$ cat config.mk
export PLATFORM = sky130hd
export DESIGN_NAME = spi_slave_if_flat
export DESIGN_NICKNAME = d
export VERILOG_FILES = /design/src/rtl/spi_slave_if_if.sv /design/src/rtl/spi_slave_if.sv /design/src/flat_wrapper.sv
export SDC_FILE = /design/constraint.sdc
export NUM_CORES = 1
export LEC_CHECK = 0
export CAP_MARGIN = 10
export CORE_ASPECT_RATIO = 1.4
export CORE_MARGIN = 5
export CORE_UTILIZATION = 50
export DETAILED_ROUTE_END_ITERATION = 8
export PLACE_DENSITY = 0.74
export SLEW_MARGIN = 20
export SYNTH_ARGS = -nofsm -noshare
export SYNTH_HDL_FRONTEND = slang
export SYNTH_SLANG_ARGS = --single-unit
$ cat constraint.sdc
create_clock -name clk -period 2.1 [get_ports clk]
set_input_delay 0.42 -clock clk [delete_from_list [all_inputs] [get_ports clk]]
set_output_delay 0.42 -clock clk [all_outputs]
set_load 0.01 [all_outputs]
$ cat src/rtl/spi_slave_if_if.sv
// Purpose: bundles the SPI pins and the RAM command/response bus of the SPI slave front end.
// Latency: none, wires only.
// Backpressure: none; rx_valid and tx_valid are single-cycle strobes with no ready.
// Ports: SS_n/MOSI/MISO are SPI pins; rx_data/rx_valid carry commands to the RAM;
//        tx_data/tx_valid return RAM read data. The master modport is the SPI master plus RAM side,
//        and the slave modport is the front end itself.
interface spi_slave_if_if #(
    parameter int FRAME_W = 10,
    parameter int DATA_W  = 8
) ();
    logic               SS_n;
    logic               MOSI;
    logic               MISO;
    logic [FRAME_W-1:0] rx_data;
    logic               rx_valid;
    logic [DATA_W-1:0]  tx_data;
    logic               tx_valid;

    modport master (
        output SS_n, MOSI, tx_data, tx_valid,
        input  MISO, rx_data, rx_valid
    );

    modport slave (
        input  SS_n, MOSI, tx_data, tx_valid,
        output MISO, rx_data, rx_valid
    );
endinterface

$ cat src/rtl/spi_slave_if.sv
// Purpose: SPI slave on the system clock. It deserialises MOSI frames into RAM command words and
//          serialises RAM read data back out on MISO.
// Latency: rx_valid is asserted in the cycle after the last frame bit is sampled. MISO carries the
//          read-data MSB in the cycle after tx_valid is sampled.
// Backpressure: none. The SPI master paces the traffic, and SS_n high aborts any frame or shift-out
//               in progress.
// Ports: clk and rst (synchronous, active high) are plain ports; everything else is carried by
//        bus (spi_slave_if_if.slave).
module spi_slave_if #(
    parameter int FRAME_W = 10,
    parameter int DATA_W  = 8
) (
    input  logic          clk,
    input  logic          rst,
    spi_slave_if_if.slave bus
);
    localparam int CNT_W = $clog2((FRAME_W > DATA_W) ? FRAME_W : DATA_W);
    localparam logic [CNT_W-1:0] RX_LAST  = CNT_W'(FRAME_W - 1);
    localparam logic [CNT_W-1:0] TX_FIRST = CNT_W'(DATA_W - 1);

    localparam logic [2:0] IDLE      = 3'd0;
    localparam logic [2:0] CHK_CMD   = 3'd1;
    localparam logic [2:0] WRITE     = 3'd2;
    localparam logic [2:0] READ_ADD  = 3'd3;
    localparam logic [2:0] READ_DATA = 3'd4;

    logic [2:0]         state;
    logic [CNT_W-1:0]   cnt;
    logic               rd_addr_seen;
    logic [FRAME_W-2:0] rx_shift;
    logic [FRAME_W-1:0] rx_word;
    logic               rx_strobe;
    logic               rx_done;     // frame complete, counters parked until SS_n rises
    logic [DATA_W-1:0]  tx_buf;      // remaining read bits, next one at the MSB
    logic               tx_active;   // MISO is currently carrying read data
    logic               tx_done;     // read data already sent; any later tx_valid is ignored
    logic               miso_bit;

    assign bus.rx_data  = rx_word;
    assign bus.rx_valid = rx_strobe;
    assign bus.MISO     = miso_bit;

    always_ff @(posedge clk) begin
        if (rst) begin
            state        <= IDLE;
            cnt          <= '0;
            rd_addr_seen <= 1'b0;
            rx_shift     <= '0;
            rx_word      <= '0;
            rx_strobe    <= 1'b0;
            rx_done      <= 1'b0;
            tx_buf       <= '0;
            tx_active    <= 1'b0;
            tx_done      <= 1'b0;
            miso_bit     <= 1'b0;
        end else begin
            rx_strobe <= 1'b0;
            if (state != IDLE && bus.SS_n) begin
                // Deselect wins over everything. The partial frame is dropped and the shift-out
                // is cut short, but rd_addr_seen is kept.
                state     <= IDLE;
                cnt       <= '0;
                rx_done   <= 1'b0;
                tx_active <= 1'b0;
                tx_done   <= 1'b0;
                miso_bit  <= 1'b0;
            end else begin
                case (state)
                    IDLE: begin
                        if (!bus.SS_n) begin
                            state <= CHK_CMD;
                        end
                    end
                    CHK_CMD: begin
                        cnt       <= '0;
                        rx_done   <= 1'b0;
                        tx_active <= 1'b0;
                        tx_done   <= 1'b0;
                        if (!bus.MOSI) begin
                            state <= WRITE;
                        end else if (rd_addr_seen) begin
                            state <= READ_DATA;
                        end else begin
                            state <= READ_ADD;
                        end
                    end
                    WRITE, READ_ADD, READ_DATA: begin
                        if (!rx_done) begin
                            if (cnt == RX_LAST) begin
                                rx_word   <= {rx_shift, bus.MOSI};
                                rx_strobe <= 1'b1;
                                rx_done   <= 1'b1;
                                if (state == READ_ADD) begin
                                    rd_addr_seen <= 1'b1;
                                end else if (state == READ_DATA) begin
                                    rd_addr_seen <= 1'b0;
                                end
                            end else begin
                                rx_shift <= {rx_shift[FRAME_W-3:0], bus.MOSI};
                                cnt      <= cnt + 1'b1;
                            end
                        end else if (state == READ_DATA && !tx_done) begin
                            if (!tx_active) begin
                                // Wait window: the first tx_valid after the frame starts the shift-out.
                                if (bus.tx_valid) begin
                                    tx_active <= 1'b1;
                                    miso_bit  <= bus.tx_data[DATA_W-1];
                                    tx_buf    <= bus.tx_data << 1;
                                    cnt       <= TX_FIRST;
                                end
                            end else if (cnt == '0) begin
                                tx_active <= 1'b0;
                                tx_done   <= 1'b1;
                                miso_bit  <= 1'b0;
                            end else begin
                                miso_bit <= tx_buf[DATA_W-1];
                                tx_buf   <= tx_buf << 1;
                                cnt      <= cnt - 1'b1;
                            end
                        end
                    end
                    default: begin
                        state <= IDLE;
                    end
                endcase
            end
        end
    end
endmodule

$ cat src/flat_wrapper.sv
// flat-port wrapper written by rule: the top's interface ports become plain ports
module spi_slave_if_flat 
#(
    parameter int FRAME_W = 10,
    parameter int DATA_W  = 8
)
  (clk, rst, bus_SS_n, bus_MOSI, bus_tx_data, bus_tx_valid, bus_MISO, bus_rx_data, bus_rx_valid);
  spi_slave_if_if #(.FRAME_W(FRAME_W), .DATA_W(DATA_W)) bus_i ();
  input  logic clk;
  input  logic rst;
  input wire logic [$bits(bus_i.SS_n)-1:0] bus_SS_n;
  input wire logic [$bits(bus_i.MOSI)-1:0] bus_MOSI;
  input wire logic [$bits(bus_i.tx_data)-1:0] bus_tx_data;
  input wire logic [$bits(bus_i.tx_valid)-1:0] bus_tx_valid;
  output wire logic [$bits(bus_i.MISO)-1:0] bus_MISO;
  output wire logic [$bits(bus_i.rx_data)-1:0] bus_rx_data;
  output wire logic [$bits(bus_i.rx_valid)-1:0] bus_rx_valid;
  assign bus_i.SS_n = bus_SS_n;
  assign bus_i.MOSI = bus_MOSI;
  assign bus_i.tx_data = bus_tx_data;
  assign bus_i.tx_valid = bus_tx_valid;
  assign bus_MISO = bus_i.MISO;
  assign bus_rx_data = bus_i.rx_data;
  assign bus_rx_valid = bus_i.rx_valid;
  spi_slave_if #(.FRAME_W(FRAME_W), .DATA_W(DATA_W)) u_core (.clk(clk), .rst(rst), .bus(bus_i));
endmodule
==> reports/metrics.csv <==
stage;metric;value;unit
cts;clockBufferDepth;2;
die;rows;26;
run_status;outcome;completed;
finish;nNetsFinal;244;
power_and_ir_drop;leakage;0.8783;nW
worst_setup_path;worstPathMaxFanout;5;
cts;htree_levels;2;
die;start_util;51.20;%
synthesis;netlist.area_leader.share;41.85;%
placement;place_inst;262;
placement;io_buffers;24;
worst_setup_path;worstPathRequired;2.32;ns
sta;fin_tns_setup;0;ns
synthesis;synth_xor_area_share;0.9390;%
cts;cts_setup_buffers;0;
placement;gp_congestion;0.9040;
sta;fin_skew;0.003354;ns
placement;placed_cell_area;0.002180;mm²
synthesis;syn-cell-area;0.001866;mm²
sta;worst_pin_slew;0.5469;ns
synthesis;ys.flop_type;dfxtp_1;
sta;relSlewSlack;63.54;%
sta;finalSetupViolCount;0;
routing;drtPass1Iterations;4;
synthesis;synthMuxAreaShare;15.02;%
die;io-pin-count;25;
synthesis;yosys.area_share.simple;20.19;%
sta;clock.fmax;514.5;MHz
worst_setup_path;crit_arrival;2.16;ns
synthesis;synth_area_per_cell;9.375;µm²
power_and_ir_drop;fin_total_pwr;0.001532;W
synthesis;synth_seq_cells;39;
power_and_ir_drop;p_per_area;662.8;mW/mm²
global_route;grt_first_pass_wirelength;6.837;mm
routing;wl_per_cell;15.28;µm
die;core_area;0.003643;mm²
synthesis;synth_compound_area_share;14.35;%
synthesis;synth_warnings;0;
synthesis;synth_top_cell_by_area;dfxtp_1;
synthesis;synth.yosys.seq_area_share;41.85;%
sta;slew_viol_final;0;
synthesis;synth_most_common_cell;dfxtp_1;
die;dieArea;0.005070;mm²
worst_setup_path;cp-end-kind;flip-flop;
finish;area_delta_synth_final;23.88;%
cts;clk_latency;0.29;ns
power_and_ir_drop;vdd_drop_max;0.0006335;V
global_route;grt_overflow;0;
finish;design_area;0.002311;mm²
global_route;grt_pass1_vias;1576;
cts;cts_root_buffer;clkbuf_8;
worst_setup_path;worst-setup-path-type;reg2reg;
job;maxCapViolCount;0;
routing;dr.first_iter.drc_count;78;
die;fp.dieW;61.63;µm
worst_hold_path;min_path_type;reg2reg;
sta;rsz0062_at_grt;false;
global_route;grtUsageTotal;17.76;%
sta;period_minus_slack;1.944;ns
cts;clkSinkCount;39;
placement;hpwl;3.016;mm
synthesis;async_flop_share;0;%
routing;routed_via_density;5.752;
finish;diodes;0;
finish;post-route-util;63.43;%
global_route;antenna_found_initial;0;
synthesis;synthAdderAreaFrac;2.683;%
synthesis;synthTopCellsByArea;dfxtp_1, mux2i_1, nor2_1;
die;die_h;82.28;µm
cts;clk_pin_slew;0.08;ns
sta;hold_viol;0;
global_route;grt_max_degree;22;
routing;drc;0;
cts;cts_inserted_buffers;5;
routing;finalWirelength;4.125;mm
finish;drive_gt1_share;12.72;%
synthesis;synth_top_family_by_area;simple AND/OR/NAND/NOR gates;
synthesis;synth_edf_count;0;
synthesis;postSynthCellCount;199;
synthesis;ys_types;47;
sta;fin_crit_sh;92.56;%
cts;tritoncts;yes;
synthesis;ys_top_cells_by_count;dfxtp_1, nor2_1, mux2i_1, nand2_1, clkbuf_1;
synthesis;synth_nets;216;
routing;antenna_left;0;
finish;layout.cells.non_filler;270;
routing;vias;1553;
worst_setup_path;startpoint_type;flip-flop;
cell type report:
| cell class | instances | area, µm² |
|---|---|---|
| clock buffer | 6 | 82.58 |
| clock inverter | 2 | 35.03 |
| fill | 327 | 1333 |
| inverter | 5 | 18.77 |
| multi-input combinational | 141 | 1005 |
| sequential | 39 | 782.0 |
| tap | 42 | 52.55 |
| timing repair buffer | 35 | 335.3 |
final timing paths:
path         depth (start not counted)                       endpoint  slack, ns                     startpoint
max                                  6     u_core.cnt[0]$_SDFFE_PP0P_       0.16     u_core.cnt[1]$_SDFFE_PP0P_
min                                  2  u_core.tx_buf[1]$_SDFFE_PP0P_       0.48  u_core.tx_buf[1]$_SDFFE_PP0P_
max reg2reg                          6     u_core.cnt[0]$_SDFFE_PP0P_       0.16     u_core.cnt[1]$_SDFFE_PP0P_
min reg2reg                          2  u_core.tx_buf[1]$_SDFFE_PP0P_       0.48  u_core.tx_buf[1]$_SDFFE_PP0P_
cells in the final DEF (no fill, tap or decap), types with 2 or more instances in the layout:
cell,n
nand3_1,3
o22ai_1,2
nor2_1,34
a21oi_1,4
a211oi_1,6
a31oi_1,3
clkbuf_8,6
o211ai_1,2
buf_4,10
nand2_1,11
dfxtp_1,38
o2111ai_1,2
nor3_1,4
inv_1,5
ha_1,4
mux2i_1,28
or3_1,2
nand2b_1,3
clkdlybuf4s50_1,24
o21ai_0,3
nor2b_1,2
o2bb2ai_1,2
a211oi_2,3
flip-flops by register name (all words and copies together), names as in the netlist:
register,flops
u_core.bus.rx_data,10
u_core.rx_shift,9
u_core.tx_buf,7
u_core.cnt,4
u_core.state,3
u_core.bus.MISO,1
u_core.bus.rx_valid,1
u_core.rd_addr_seen,1
u_core.rx_done,1
u_core.tx_active,1
u_core.tx_done,1
what timing repair did:
action                                  4_1_cts  5_1_grt
hold buffers                                  0        0
endpoints found under the setup margin        0        6
resized for setup                             0        2
report_power, final:
part / internal (W) / switching [W] / leakage [nW]
sequential: 0.000748 / 0.00000831 / 0.315
clock: 0.000384 / 0.000261 / 0.0612
combinational: 0.0000592 / 0.0000710 / 0.502
routing by layer:
layer	vias to the layer above	part of all wire (%)	track usage, %
li1	758	-	-
met1	750	39	18.24
met2	37	55	33.33
met3	8	3.5	4.044
met4	0	1.9	7.006
met5	-	0	0
cells by family (layout without fill, tap and decap cells):
kind of cell | after synthesis | after routing
and+or+nand+nor | 72 | 72
xor gates and xnor gates | 2 | 2
adders and majority gates | 4 | 4
buffers and inverters | 19 | 48
AOI/OAI and AO/OA | 35 | 35
muxes | 28 | 28
DFF | 39 | 39
stage by stage:
step | hold slack [ns] | worst slack [ns]
after floorplan | 0.4458 | 0.3305
after global placement | 0.4549 | 0.1675
after detailed placement | 0.4593 | 0.08734
after CTS | 0.4771 | 0.09413
after global routing | 0.5148 | 0.03411
final | 0.4767 | 0.1563
critical path, cell delays in order, from the launching register on:
cell and delay, ns:
dfxtp_1 0.34, inv_1 0.16, ha_1 0.17, and3b_1 0.31, o22ai_1 0.16, o22ai_1 0.48, mux2i_1 0.25
Power figures use the tool's default switching activity.
